File: config.mk
export PLATFORM = sky130hd
export DESIGN_NAME = machine_timer_flat
export DESIGN_NICKNAME = d
export VERILOG_FILES = /design/src/rtl/timer_pkg.sv /design/src/rtl/machine_timer_if.sv /design/src/rtl/timer_prescaler.sv /design/src/rtl/machine_timer.sv /design/src/flat_wrapper.sv
export SDC_FILE = /design/constraint.sdc
export NUM_CORES = 1
export LEC_CHECK = 0
export ABC_AREA = 0
export CELL_PAD_IN_SITES_DETAIL_PLACEMENT = 1
export CELL_PAD_IN_SITES_GLOBAL_PLACEMENT = 1
export CORE_ASPECT_RATIO = 1.5
export CORE_MARGIN = 2
export CORE_UTILIZATION = 35
export CTS_CLUSTER_SIZE = 28
export DETAILED_ROUTE_END_ITERATION = 10
export PLACE_DENSITY_LB_ADDON = 0.25
export SYNTH_ARGS = -nofsm -noshare
export SYNTH_HDL_FRONTEND = slang
export SYNTH_SLANG_ARGS = --single-unit
File: constraint.sdc
create_clock -name clk -period 2.75 [get_ports clk]
set_clock_uncertainty 0.15 [all_clocks]
set_input_delay 0.4125 -clock clk [delete_from_list [all_inputs] [get_ports clk]]
set_output_delay 0.4125 -clock clk [all_outputs]
set_load 0.05 [all_outputs]
File: src/rtl/timer_pkg.sv
// ---------------------------------------------------------------------------
// timer_pkg
// Shared definitions for the memory-mapped machine timer. The CEP address
// decoder imports this package too, so register indices and CTRL layout live
// here rather than inside the timer.
//   - IDX_*        : word indices (byte address bits [4:2]) of each register
//   - CTRL_*       : bit positions of the CTRL register fields
//   - ctrl_t       : packed view of CTRL {div, en}
//   - ctrl_word()  : builds the 32-bit CTRL bus word from a ctrl_t
// ---------------------------------------------------------------------------
package timer_pkg;

    localparam logic [2:0] IDX_MTIME_LO    = 3'd0;
    localparam logic [2:0] IDX_MTIME_HI    = 3'd1;
    localparam logic [2:0] IDX_MTIMECMP_LO = 3'd2;
    localparam logic [2:0] IDX_MTIMECMP_HI = 3'd3;
    localparam logic [2:0] IDX_CTRL        = 3'd4;

    // CTRL layout: en in bit 0, prescaler divide field starting at bit 8.
    localparam int CTRL_EN_BIT  = 0;
    localparam int CTRL_DIV_LSB = 8;
    localparam int CTRL_DIV_W   = 8;

    typedef struct packed {
        logic [CTRL_DIV_W-1:0] div;
        logic                  en;
    } ctrl_t;

    function automatic logic [31:0] ctrl_word(ctrl_t c);
        logic [31:0] w;
        w = '0;
        w[CTRL_EN_BIT]                 = c.en;
        w[CTRL_DIV_LSB +: CTRL_DIV_W]  = c.div;
        return w;
    endfunction

endpackage

File: src/rtl/machine_timer_if.sv
// ---------------------------------------------------------------------------
// machine_timer_if
// Single-cycle peripheral bus between the writeback-stage load/store path
// (master) and the machine timer (slave).
//   sel    : chip select from the address decoder
//   wr/rd  : write / read strobes, qualified by sel
//   addr   : byte address, ADDR_W bits
//   wdata  : write data
//   rdata  : registered read data, valid while rvalid is high
//   rvalid : one-cycle pulse, the cycle after a read strobe
// ---------------------------------------------------------------------------
interface machine_timer_if #(
    parameter int ADDR_W = 5
);
    logic              sel;
    logic              wr;
    logic              rd;
    logic [ADDR_W-1:0] addr;
    logic [31:0]       wdata;
    logic [31:0]       rdata;
    logic              rvalid;

    modport master (
        output sel, wr, rd, addr, wdata,
        input  rdata, rvalid
    );

    modport slave (
        input  sel, wr, rd, addr, wdata,
        output rdata, rvalid
    );
endinterface

File: src/rtl/timer_prescaler.sv
// ---------------------------------------------------------------------------
// timer_prescaler
// Divides the clock into mtime ticks. The counter runs 0..div while run is
// high; the cycle it sits at div it asserts tick and wraps to 0. With run
// low it holds and tick stays low. clr forces the counter back to 0.
//   clk, rst_n : clock, asynchronous active-low reset
//   run        : count enable (CTRL.en & timer_en)
//   clr        : synchronous counter clear
//   div        : divide value, tick every div+1 run cycles
//   tick       : one-cycle increment request for mtime
// ---------------------------------------------------------------------------
module timer_prescaler #(
    parameter int PRESCALE_W = 8
) (
    input  logic                  clk,
    input  logic                  rst_n,
    input  logic                  run,
    input  logic                  clr,
    input  logic [PRESCALE_W-1:0] div,
    output logic                  tick
);

    logic [PRESCALE_W-1:0] r_cnt;
    logic                  w_at_div;

    // >= rather than == so a counter left above a freshly lowered div still
    // wraps instead of running all the way round.
    assign w_at_div = (r_cnt >= div);
    assign tick     = run & w_at_div;

    always_ff @(posedge clk or negedge rst_n) begin
        if (!rst_n) begin
            r_cnt <= '0;
        end else if (clr) begin
            r_cnt <= '0;
        end else if (run) begin
            r_cnt <= w_at_div ? '0 : r_cnt + 1'b1;
        end
    end

endmodule

File: src/rtl/machine_timer.sv
// ---------------------------------------------------------------------------
// machine_timer
// RISC-V machine timer (mtime / mtimecmp) on a single-cycle peripheral bus.
// Drives the level-sensitive timer interrupt read by the CSR file as MTIP.
//   clk           : processor clock
//   rst_n         : asynchronous active-low reset
//   timer_en      : board-level enable, ANDed with CTRL.en for counting
//   counter_clear : synchronous clear of mtime and the prescaler
//   bus           : peripheral bus slave (sel/wr/rd/addr/wdata/rdata/rvalid)
//   timer_inter   : registered CTRL.en & (mtime >= mtimecmp)
// Register words (addr[4:2]): 0 MTIME_LO, 1 MTIME_HI, 2 MTIMECMP_LO,
// 3 MTIMECMP_HI, 4 CTRL {div[15:8], en[0]}, 5-7 read as zero.
// ---------------------------------------------------------------------------
module machine_timer
    import timer_pkg::*;
#(
    parameter int          ADDR_W     = 5,
    parameter int          PRESCALE_W = 8,
    parameter logic [63:0] CMP_RESET  = 64'hFFFF_FFFF_FFFF_FFFF
) (
    input  logic            clk,
    input  logic            rst_n,
    input  logic            timer_en,
    input  logic            counter_clear,
    machine_timer_if.slave  bus,
    output logic            timer_inter
);

    logic [63:0]           r_mtime;
    logic [63:0]           r_mtimecmp;
    logic                  r_ctrl_en;
    logic [PRESCALE_W-1:0] r_ctrl_div;
    logic [31:0]           r_rdata;
    logic                  r_rvalid;
    logic                  r_timer_inter;

    logic [2:0]  w_idx;
    logic        w_wr;
    logic        w_rd;
    logic        w_run;
    logic        w_tick;
    logic        w_wr_mtime_lo;
    logic        w_wr_mtime_hi;
    logic        w_wr_ctrl;
    logic [1:0]  w_wr_cmp;
    logic [31:0] w_rdata_mux;
    logic        w_unused_addr;

    assign w_idx  = bus.addr[4:2];
    assign w_wr   = bus.sel & bus.wr;
    assign w_rd   = bus.sel & bus.rd;
    assign w_run  = r_ctrl_en & timer_en;

    assign w_wr_mtime_lo = w_wr && (w_idx == IDX_MTIME_LO);
    assign w_wr_mtime_hi = w_wr && (w_idx == IDX_MTIME_HI);
    assign w_wr_cmp[0]   = w_wr && (w_idx == IDX_MTIMECMP_LO);
    assign w_wr_cmp[1]   = w_wr && (w_idx == IDX_MTIMECMP_HI);
    assign w_wr_ctrl     = w_wr && (w_idx == IDX_CTRL);

    // Only addr[4:2] is decoded; byte-lane bits and any upper bits are ignored.
    assign w_unused_addr = ^bus.addr[ADDR_W-1:0];

    // A CTRL write restarts the prescale period so a new div takes effect
    // from a clean phase.
    timer_prescaler #(
        .PRESCALE_W (PRESCALE_W)
    ) u_prescaler (
        .clk   (clk),
        .rst_n (rst_n),
        .run   (w_run),
        .clr   (counter_clear | w_wr_ctrl),
        .div   (r_ctrl_div),
        .tick  (w_tick)
    );

    // mtime: clear beats a bus load, and a bus load swallows the tick of the
    // same cycle so software sees exactly the value it wrote.
    always_ff @(posedge clk or negedge rst_n) begin
        if (!rst_n) begin
            r_mtime <= '0;
        end else if (counter_clear) begin
            r_mtime <= '0;
        end else if (w_wr_mtime_lo) begin
            r_mtime[31:0] <= bus.wdata;
        end else if (w_wr_mtime_hi) begin
            r_mtime[63:32] <= bus.wdata;
        end else if (w_tick) begin
            r_mtime <= r_mtime + 64'd1;
        end
    end

    // mtimecmp halves are independent 32-bit registers.
    genvar gi;
    generate
        for (gi = 0; gi < 2; gi++) begin : g_cmp_half
            always_ff @(posedge clk or negedge rst_n) begin
                if (!rst_n) begin
                    r_mtimecmp[gi*32 +: 32] <= CMP_RESET[gi*32 +: 32];
                end else if (w_wr_cmp[gi]) begin
                    r_mtimecmp[gi*32 +: 32] <= bus.wdata;
                end
            end
        end
    endgenerate

    always_ff @(posedge clk or negedge rst_n) begin
        if (!rst_n) begin
            r_ctrl_en  <= 1'b0;
            r_ctrl_div <= '0;
        end else if (w_wr_ctrl) begin
            r_ctrl_en  <= bus.wdata[CTRL_EN_BIT];
            r_ctrl_div <= bus.wdata[CTRL_DIV_LSB +: PRESCALE_W];
        end
    end

    // Read mux sees pre-write register values, so a combined write+read
    // returns the old contents.
    always_comb begin
        w_rdata_mux = '0;
        case (w_idx)
            IDX_MTIME_LO:    w_rdata_mux = r_mtime[31:0];
            IDX_MTIME_HI:    w_rdata_mux = r_mtime[63:32];
            IDX_MTIMECMP_LO: w_rdata_mux = r_mtimecmp[31:0];
            IDX_MTIMECMP_HI: w_rdata_mux = r_mtimecmp[63:32];
            IDX_CTRL: begin
                w_rdata_mux[CTRL_EN_BIT]                = r_ctrl_en;
                w_rdata_mux[CTRL_DIV_LSB +: PRESCALE_W] = r_ctrl_div;
            end
            default:         w_rdata_mux = '0;
        endcase
    end

    // rdata holds between reads; rvalid is a single-cycle pulse.
    always_ff @(posedge clk or negedge rst_n) begin
        if (!rst_n) begin
            r_rdata  <= '0;
            r_rvalid <= 1'b0;
        end else begin
            r_rvalid <= w_rd;
            if (w_rd) begin
                r_rdata <= w_rdata_mux;
            end
        end
    end

    // timer_en is deliberately absent: pausing the count must not hide an
    // interrupt that is already due.
    always_ff @(posedge clk or negedge rst_n) begin
        if (!rst_n) begin
            r_timer_inter <= 1'b0;
        end else begin
            r_timer_inter <= r_ctrl_en & (r_mtime >= r_mtimecmp);
        end
    end

    assign bus.rdata   = r_rdata;
    assign bus.rvalid  = r_rvalid;
    assign timer_inter = r_timer_inter;

endmodule

File: src/flat_wrapper.sv
// flat-port wrapper written by rule: the top's interface ports become plain ports
module machine_timer_flat import timer_pkg::*;
#(
    parameter int          ADDR_W     = 5,
    parameter int          PRESCALE_W = 8,
    parameter logic [63:0] CMP_RESET  = 64'hFFFF_FFFF_FFFF_FFFF
)
  (clk, rst_n, timer_en, counter_clear, timer_inter, bus_sel, bus_wr, bus_rd, bus_addr, bus_wdata, bus_rdata, bus_rvalid);
  machine_timer_if #(.ADDR_W(ADDR_W)) bus_i ();
  input  logic clk;
  input  logic rst_n;
  input  logic timer_en;
  input  logic counter_clear;
  output logic timer_inter;
  input wire logic [$bits(bus_i.sel)-1:0] bus_sel;
  input wire logic [$bits(bus_i.wr)-1:0] bus_wr;
  input wire logic [$bits(bus_i.rd)-1:0] bus_rd;
  input wire logic [$bits(bus_i.addr)-1:0] bus_addr;
  input wire logic [$bits(bus_i.wdata)-1:0] bus_wdata;
  output wire logic [$bits(bus_i.rdata)-1:0] bus_rdata;
  output wire logic [$bits(bus_i.rvalid)-1:0] bus_rvalid;
  assign bus_i.sel = bus_sel;
  assign bus_i.wr = bus_wr;
  assign bus_i.rd = bus_rd;
  assign bus_i.addr = bus_addr;
  assign bus_i.wdata = bus_wdata;
  assign bus_rdata = bus_i.rdata;
  assign bus_rvalid = bus_i.rvalid;
  machine_timer #(.ADDR_W(ADDR_W), .PRESCALE_W(PRESCALE_W), .CMP_RESET(CMP_RESET)) u_core (.clk(clk), .rst_n(rst_n), .timer_en(timer_en), .counter_clear(counter_clear), .bus(bus_i), .timer_inter(timer_inter));
endmodule
==> results of run 1 <==
registers in the layout, indices dropped and copies added, names as in the netlist:
name                      cells
u_core.r_ctrl_div             8
u_core.r_mtime               64
u_core.u_prescaler.r_cnt      8
u_core.r_ctrl_en              1
u_core.bus.rvalid             1
u_core.r_mtimecmp            64
u_core.bus.rdata             32
u_core.timer_inter            1
cell usage after synthesis, drive strengths merged (12+ instances only):
cell,number
ha,74
a211oi,18
nor3,23
o22ai,12
nand4,31
dfrtp,115
inv,88
a22o,35
dfstp,64
nor2,70
clkbuf,47
xnor2,15
nand3,42
a221oi,24
o21ai,161
buf,22
a21o,13
nor4,30
nand2,192
a21oi,85
worst reg2reg max path: stages, from the launching register on:
cell and delay, ns:
dfstp_2 0.54, ha_1 0.23, nand2b_1 0.14, a2111o_1 0.40, a31oi_1 0.16, o21ai_1 0.09
buf_4 0.15, a311o_1 0.36, a21oi_2 0.21, o21ai_0 0.12
per-stage QoR:
step	util, %	cell area, um2	worst slack, ns
after global routing	44.63	14120	-0.006807
after global placement	42.58	13470	-0.1559
after CTS	44.35	14030	0.01916
after detailed placement	42.58	13470	-0.1935
final	44.63	14120	0.08790
after floorplan	-	11190	0.2058
cell families after synthesis:
family / count (synthesis) / synth area share (%)
flops: 179 / 40.76
xor+xnor: 19 / 1.488
fa+ha+maj: 74 / 8.277
mux: 21 / 2.002
compound gates: 406 / 22.83
buf+inv: 157 / 5.917
simple gates: 434 / 18.72
worst max path at each step:
stage | from | endpoint | slack, ns
4_1_cts | u_core.r_ctrl_div[6]$_DFFE_PN0P_ | u_core.r_mtime[29]$_DFFE_PN0P_ | 0.02
2_1_floorplan | u_core.u_prescaler.r_cnt[0]$_DFFE_PN0P_ | u_core.r_mtime[41]$_DFFE_PN0P_ | 0.21
5_1_grt | u_core.r_mtime[5]$_DFFE_PN0P_ | u_core.r_mtime[45]$_DFFE_PN0P_ | -0.007
3_3_place_gp | timer_en | u_core.r_mtime[29]$_DFFE_PN0P_ | -0.16
6_report | u_core.r_mtimecmp[0]$_DFFE_PN1P_ | u_core.timer_inter$_DFF_PN0_ | 0.09
3_5_place_dp | timer_en | u_core.r_mtime[29]$_DFFE_PN0P_ | -0.19
layout make-up:
cell class	count	share of cell area [%]
clock inverters	5	0.3989
repair buffers	241	14.81
inverters	88	2.340
well taps	410	3.634
flip-flops and latches	179	32.30
multi-input cells	954	43.10
clock buffers	27	3.421
timing repair:
action	in CTS	in global routing
setup endpoints to repair	9	26
hold endpoints to repair	40	0
resized for setup	3	16
hold buffers	1	0
setup buffers	0	2
pin swaps	0	3
report_power, final:
| part | internal (W) | switching, W |
|---|---|---|
| Combinational | 0.000651 | 0.00108 |
| Clock | 0.00130 | 0.00111 |
| Sequential | 0.00312 | 0.000198 |
| Total | 0.00507 | 0.00238 |
placed cells by master, fill, tap and decap left out, drive strengths merged, types with 30 or more instances in the layout:
cell type,n
a21oi,85
ha,74
a22o,35
nand3,42
buf,165
o21ai,161
clkdlybuf4s50,74
inv,89
dfstp,64
nor4,30
nand4,31
dfrtp,115
nor2,70
nand2,192
metal layers:
| layer | wire (um) | up-vias |
|---|---|---|
| met3 | 1543 | 100 |
| met4 | 1811 | 2 |
| met5 | 13 | - |
| met1 | 18410 | 5623 |
| li1 | - | 5053 |
| met2 | 22810 | 285 |
==> flow_metrics.tcl, run 1 <==
set metrics [dict create \
    min_path_cells 2 \
    setup_viol 0 \
    grt_overflow 0 \
    drtIter0Drc 682 \
    p_leak_nw 6.068 \
    drt_wl_total_um 44590 \
    cp_num_cells 9 \
    htree_levels 4 \
    die_y_um 223.0 \
    clock-root-buffer "clkbuf_16" \
    status "complete, no violations" \
    drt_first_pass_iters 5 \
    synth_top_area_share_pct 25.73 \
    worstSetupPathType "reg -> reg" \
    ys_top_cells_by_area "dfrtp_1 26%, dfstp_2 15%, ha_1 8.3%" \
    synth.cell_area_mm2 0.01119 \
    power.density_mw_per_mm2 527.4 \
    min_period_over_period_pct 96.80 \
    diodes 0 \
    grt_pass1_vias 11700 \
    synthArstFlopShare_pct 100.0 \
    required_ns 2.95 \
    regArea_mm2 0.004559 \
    peakVddDrop_mv 0.4452 \
    drive_above_1_share_pct 20.82 \
    critPathBufInv 1 \
    synth_cell_type_count 71 \
    place_congestion 0.8994 \
    dp_cells 1869 \
    power.total_w 0.007445 \
    r2r-start "u_core.r_mtimecmp[0]$_DFFE_PN1P_" \
    clkTransAtPathRegs_ns 0.07 \
    synth_top_area_cell "dfrtp_1" \
    antenna_found_initial 1 \
    ys.warnings.count 0 \
    synth_cells 1290 \
    slew_headroom_pct 52.14 \
    arrival_ns 2.86 \
    synth_edf_count 0 \
    cts_tree "yes" \
    portBuffers 75 \
    reg2reg_to "u_core.timer_inter$_DFF_PN0_" \
    fmax_mhz 375.6 \
    die-area_mm2 0.03343 \
    hold_violations 0 \
    avgRoutedWirePerCell_um 23.42 \
    gr-usage-all-layers_pct 27.33 \
    row_count 80 \
    ant_nets 0 \
    vias 11060 \
    viasPerCell 5.810 \
    grt_use_met3_pct 3.865 \
    syn_nets 1408 \
    synth-main-ff-cell "dfrtp_1" \
    initial_core_util_pct 35.36 \
    multi_input_area_mm2 0.006083 \
    min_from "u_core.bus.rdata[16]$_DFFE_PN0P_" \
    holdPathEnd "u_core.bus.rdata[16]$_DFFE_PN0P_" \
    start_kind "flop" \
    grt_max_degree 60 \
    core_area_mm2 0.03163 \
    top_usage_layer "met2" \
    use_met2_pct 48.08 \
    grt_first_pass_wirelength_um 68770 \
    nets 1599 \
    hpwl_um 34120 \
    synth_sequential_area_ratio_pct 40.76 \
    ios 78 \
    rsz0062_at_grt "true" \
    tightest_slew_ns 0.7179 \
    regToRegSetupSlack_ns 0.09 \
    cpMaxStageDelayCell "dfstp_2" \
    crit_chain "ha_1, nand2b_1, a2111o_1, a31oi_1, o21ai_1, buf_4, a311o_1, a21oi_2, o21ai_0" \
    grt_util_met1_pct 33.02 \
    drc_errors 0 \
    worstHoldPathType "reg -> reg" \
    slowest_delay_ns 0.54 \
    synth-seq-cells 179 \
    cts_buffers 17 \
    clk-insertion-delay-late_ns 0.47 \
    r2r_cells 9 \
    finalSetupTns_ns 0 \
    area_growth_pct 26.20 \
    drv_slew 0 \
    die_w_um 150.0 \
    cpLargestDelayFamily "compound AO/OA/AOI/OAI gates" \
    syn_avg_cell_area_um2 8.671 \
    fin_crit_ns 2.662 \
    cp-end-kind "flop" \
    clock_sinks 179 \
    worstPathMaxFanout 2 \
    stdcell_count 1904 \
    drv_cap 0 \
    fillers 3776 \
    hold_slack_ns 0.3276 \
    cts_buffer_depth 2 \
]
Note: power is estimated with default switching activity, not from simulation.
==> run 2: changes to the inputs <==
--- a/config.mk
+++ b/config.mk
@@ -9,8 +9,8 @@
 export CELL_PAD_IN_SITES_DETAIL_PLACEMENT = 1
 export CELL_PAD_IN_SITES_GLOBAL_PLACEMENT = 1
 export CORE_ASPECT_RATIO = 1.5
-export CORE_MARGIN = 2
 export CORE_UTILIZATION = 35
+export CTS_CLUSTER_DIAMETER = 60
 export CTS_CLUSTER_SIZE = 28
 export DETAILED_ROUTE_END_ITERATION = 10
 export PLACE_DENSITY_LB_ADDON = 0.25
==> constraint.sdc (replaced) <==
create_clock -name clk -period 2.5 [get_ports clk]
set_clock_uncertainty 0.15 [all_clocks]
set_input_delay 0.375 -clock clk [delete_from_list [all_inputs] [get_ports clk]]
set_output_delay 0.375 -clock clk [all_outputs]
set_load 0.05 [all_outputs]
==> flow_metrics.tcl, run 2 (same netlist as run 1, synthesis figures left out) <==
set metrics [dict create \
    cp-end-kind "flop" \
    stdcell_count 1983 \
    most-common-layout-cells "230 x buf_4, 190 x nand2_1, 140 x o21ai_0" \
    comb_power_share_pct 24.0 \
    met3_wirelength_um 1902 \
    cts_buffer_depth 2 \
    drv_slew 0 \
    row_count 79 \
    nets 1683 \
    setup_viol 6 \
    grt_pass1_vias 12250 \
    drtIter0Drc 824 \
    drt_first_pass_iters 5 \
    hold_violations 0 \
    die-area_mm2 0.03269 \
    hold_slack_ns 0.3022 \
    p_switching_w 0.002777 \
    placed_area_mm2 0.01403 \
    core_area_mm2 0.03124 \
    status "finished, violations left" \
    drc_errors 0 \
    cp-startpoint "u_core.r_ctrl_div[5]$_DFFE_PN0P_" \
    clk-insertion-delay-late_ns 0.47 \
    wl_met2_um 24030 \
    dp_cells 1934 \
    fmax_mhz 393.9 \
    ant_nets 0 \
    die_y_um 221.0 \
    slew_headroom_pct 51.48 \
    fin_crit_ns 2.539 \
    antenna_found_initial 1 \
    r2r-start "u_core.r_ctrl_div[5]$_DFFE_PN0P_" \
    initial_core_util_pct 35.81 \
    min_period_over_period_pct 101.5 \
    violations "negative setup slack" \
    peakVddDrop_mv 0.4026 \
    cts_tree "yes" \
    worstPathMaxFanout 5 \
    grt_max_degree 58 \
    swShare_pct 30.82 \
    diodes 0 \
    ios 78 \
    avgRoutedWirePerCell_um 24.22 \
    cts_buffers 17 \
    drive_above_1_share_pct 29.21 \
    internal_power_w 0.006234 \
    fillers 3643 \
    fin_area_mm2 0.01544 \
    p_leak_nw 6.669 \
    arrival_ns 2.74 \
    gr-usage-all-layers_pct 29.72 \
    top_layer_used "met4" \
    hpwl_um 34940 \
    worstSetupPathType "reg -> reg" \
    drv_cap 0 \
    viasPerCell 5.825 \
    tightest_slew_ns 0.7278 \
    drt_wl_total_um 48020 \
    vias 11550 \
    rsz0062_at_grt "true" \
    die_w_um 148.0 \
    clock-root-buffer "clkbuf_16" \
    required_ns 2.70 \
    clock_sinks 179 \
    portBuffers 75 \
    grt_first_pass_wirelength_um 72910 \
    start_kind "flop" \
    clkPwrFrac_pct 35.5 \
    worstHoldPathType "in -> async" \
    sequentialPowerShare_pct 40.5 \
    utilization_pct 49.42 \
    htree_levels 4 \
    place_congestion 0.9132 \
    clkTransAtPathRegs_ns 0.08 \
    wl_met1_um 19610 \
    area_growth_pct 38.00 \
    grt_overflow 0 \
    power.density_mw_per_mm2 583.7 \
    worst_slack_ns -0.03859 \
    final_common_cell "buf_4" \
]
-- run 2: cell count changes in the layout (fill, tap and decap cells not counted), sizes merged --
cell	delta
bufinv	+5
clkinvlp	+1
clkbuf	-3
inv	-1
buf	+83
clkinv	-1
-- run 2: stage by stage --
stage / setup slack [ns] / setup TNS [ns] / total power, W
6_report: -0.03859 / -0.1052 / 0.009010
5_1_grt: -0.07957 / -1.400 / 0.009405
4_1_cts: -0.06267 / -0.3340 / 0.008937
3_5_place_dp: -0.5244 / -10.44 / 0.005665
3_3_place_gp: -0.4728 / -7.014 / 0.005587
2_1_floorplan: 0.01244 / 0 / 0.004699
-- run 2: cell type report --
class	instances	area [um2]	share of cell area, %
flip-flops and latches	179	4563	29.56
clock buffers	23	467.9	3.032
well taps	405	506.7	3.283
clock inverters	9	200.2	1.297
inverters	88	330.3	2.140
multi-input cells	954	6541	42.38
repair buffers	325	2826	18.31
-- run 2: path summary, 6_finish.rpt --
path | endpoint | slack, ns | cells after the start
max | u_core.r_mtime[10]$_DFFE_PN0P_ | -0.04 | 9
min in group clk | u_core.bus.rdata[19]$_DFFE_PN0P_ | 0.33 | 2
min reg2reg | u_core.bus.rdata[19]$_DFFE_PN0P_ | 0.33 | 2
max in group asynchronous | u_core.r_mtimecmp[56]$_DFFE_PN1P_ | 1.15 | 3
min | u_core.u_prescaler.r_cnt[1]$_DFFE_PN0P_ | 0.30 | 2
max reg2reg | u_core.r_mtime[10]$_DFFE_PN0P_ | -0.04 | 9
-- run 2: timing repair --
item                                    CTS  global route
pin swaps                                25            30
gates cloned                              1             1
endpoints found under the setup margin   63            65
hold endpoints to repair                 46             0
hold buffers                              1             0
buffers inserted                          5            13
gates resized for setup                  41            79
-- run 2: layer usage --
layer  global-route usage (%)  vias up
li1                         -     5218
met1                    35.82     5901
met2                    50.51      314
met3                    4.103      118
met4                    16.43        0
met5                        0        -
-- run 2: worst max-delay path, stage by stage, from the launching register on --
cell and delay (ns):
dfrtp_1 0.37, inv_1 0.08, ha_4 0.26, nand4_1 0.13, or2_4 0.28, o21a_4 0.25
clkbuf_16 0.18, nor3_2 0.27, xnor2_1 0.14, a211oi_1 0.31
-- run 2: power groups by stage --
| stage | combinational (W) | clock [W] | sequential [W] |
|---|---|---|---|
| 2_1_floorplan | 0.000855 | 0 | 0.00384 |
| 3_3_place_gp | 0.00192 | 0 | 0.00367 |
| 3_5_place_dp | 0.00198 | 0 | 0.00369 |
| 4_1_cts | 0.00207 | 0.00323 | 0.00364 |
| 5_1_grt | 0.00236 | 0.00335 | 0.00369 |
| 6_report | 0.00216 | 0.00320 | 0.00365 |
==> run 3: changes to the inputs <==
--- a/config.mk
+++ b/config.mk
@@ -9,8 +9,8 @@
 export CELL_PAD_IN_SITES_DETAIL_PLACEMENT = 1
 export CELL_PAD_IN_SITES_GLOBAL_PLACEMENT = 1
 export CORE_ASPECT_RATIO = 1.5
+export CORE_MARGIN = 2
 export CORE_UTILIZATION = 35
-export CTS_CLUSTER_DIAMETER = 60
 export CTS_CLUSTER_SIZE = 28
 export DETAILED_ROUTE_END_ITERATION = 10
 export PLACE_DENSITY_LB_ADDON = 0.25
==> flow_metrics.tcl, run 3 (same netlist as run 1, synthesis figures left out) <==
set metrics [dict create \
    status "finished, violations left" \
    violations "negative setup slack" \
    cp-startpoint "u_core.r_mtimecmp[0]$_DFFE_PN1P_" \
    arrival_ns 2.83 \
    grt_overflow 0 \
    fmax_mhz 380.6 \
    drc_errors 0 \
    clkTransAtPathRegs_ns 0.07 \
    hpwl_um 35940 \
    cts_buffers 17 \
    hold_slack_ns 0.3092 \
    drtIter0Drc 582 \
    power.total_w 0.008718 \
    grt_first_pass_wirelength_um 71300 \
    fin_crit_ns 2.628 \
    nets 1664 \
    p_leak_nw 6.565 \
    viasPerCell 5.848 \
    initial_core_util_pct 35.36 \
    die_w_um 150.0 \
    ant_nets 0 \
    worstPathMaxFanout 2 \
    slew_headroom_pct 26.96 \
    finalSetupTns_ns -0.2899 \
    clk-insertion-delay-late_ns 0.47 \
    core_area_mm2 0.03163 \
    area_growth_pct 38.24 \
    worstHoldPathType "in -> async" \
    antenna_found_initial 2 \
    drv_cap 0 \
    drv_slew 0 \
    drive_above_1_share_pct 30.08 \
    rsz0062_at_grt "true" \
    r2r-start "u_core.r_mtimecmp[0]$_DFFE_PN1P_" \
    place_congestion 0.9150 \
    cts_tree "yes" \
    gr-usage-all-layers_pct 28.72 \
    hold_violations 0 \
    required_ns 2.70 \
    power.density_mw_per_mm2 563.8 \
    ios 78 \
    htree_levels 4 \
    grt_pass1_vias 12110 \
    fillers 3695 \
    clock-root-buffer "clkbuf_16" \
    die-area_mm2 0.03343 \
    diodes 0 \
    min_period_over_period_pct 105.1 \
    portBuffers 75 \
    row_count 80 \
    setup_viol 6 \
    worstSetupPathType "reg -> reg" \
    grt_max_degree 65 \
    multi_input_area_mm2 0.006658 \
    stdcell_count 1969 \
    peakVddDrop_mv 0.4673 \
    final_common_cell "buf_4" \
    start_kind "flop" \
    drt_first_pass_iters 5 \
    clock_sinks 179 \
    avgRoutedWirePerCell_um 24.43 \
    drt_wl_total_um 48100 \
    vias 11520 \
    regArea_mm2 0.004566 \
    tightest_slew_ns 1.094 \
    die_y_um 223.0 \
    most-common-layout-cells "196 x buf_4, 187 x nand2_1, 129 x o21ai_0" \
    cp-end-kind "flop" \
    cts_buffer_depth 2 \
    dp_cells 1921 \
    placed_area_mm2 0.01395 \
    worst_slack_ns -0.1277 \
    fin_area_mm2 0.01546 \
]
-- run 3: worst paths after layout --
kind | cells past startpoint | slack (ns) | end
max | 9 | -0.13 | u_core.timer_inter$_DFF_PN0_
min | 2 | 0.31 | u_core.bus.rdata[10]$_DFFE_PN0P_
max reg2reg | 9 | -0.13 | u_core.timer_inter$_DFF_PN0_
min reg2reg | 2 | 0.33 | u_core.bus.rdata[18]$_DFFE_PN0P_
max in group asynchronous | 3 | 1.10 | u_core.r_mtimecmp[17]$_DFFE_PN1P_
min in group clk | 2 | 0.33 | u_core.bus.rdata[18]$_DFFE_PN0P_
-- run 3: timing repair --
item                                    CTS  global route
pin swaps                                13            57
endpoints found under the setup margin   37            51
gates cloned                              0             5
hold buffers                              1             0
buffers inserted                          4             8
hold endpoints to repair                 45             0
resized for setup                        33           135
-- run 3: stage by stage --
step	utilization (%)	setup WS, ns
2_1_floorplan	-	0.01244
3_3_place_gp	44.11	-0.4689
3_5_place_dp	44.11	-0.4875
4_1_cts	46.65	-0.08274
5_1_grt	48.89	-0.1860
6_report	48.89	-0.1277
-- run 3: final cells by class --
type                       count  area share (%)
multi-input combinational    954           43.05
sequential                   179           29.53
timing repair buffer         306           18.03
tap                          410           3.317
clock buffer                  24           3.115
inverter                      88           2.136
clock inverter                 8          0.8253
-- run 3: where the power goes --
| part | internal, W | switching, W |
|---|---|---|
| clock network | 0.00166 | 0.00125 |
| registers | 0.00343 | 0.000228 |
| logic | 0.000858 | 0.00129 |
| total | 0.00594 | 0.00277 |
-- run 3: worst max-delay path: stages (launching register included) --
cell and delay (ns):
dfstp_2 0.56, ha_4 0.19, nand2b_4 0.13, a2111o_1 0.38
a31oi_2 0.17, o21ai_1 0.09, buf_4 0.17, a311o_1 0.33
a21oi_2 0.24, o21ai_2 0.10
-- run 3: layer usage --
layer | wire (um) | track usage (%)
met3 | 2173 | 4.376
met1 | 18820 | 33.97
met2 | 24700 | 50.17
met4 | 2405 | 14.12
met5 | 0 | 0
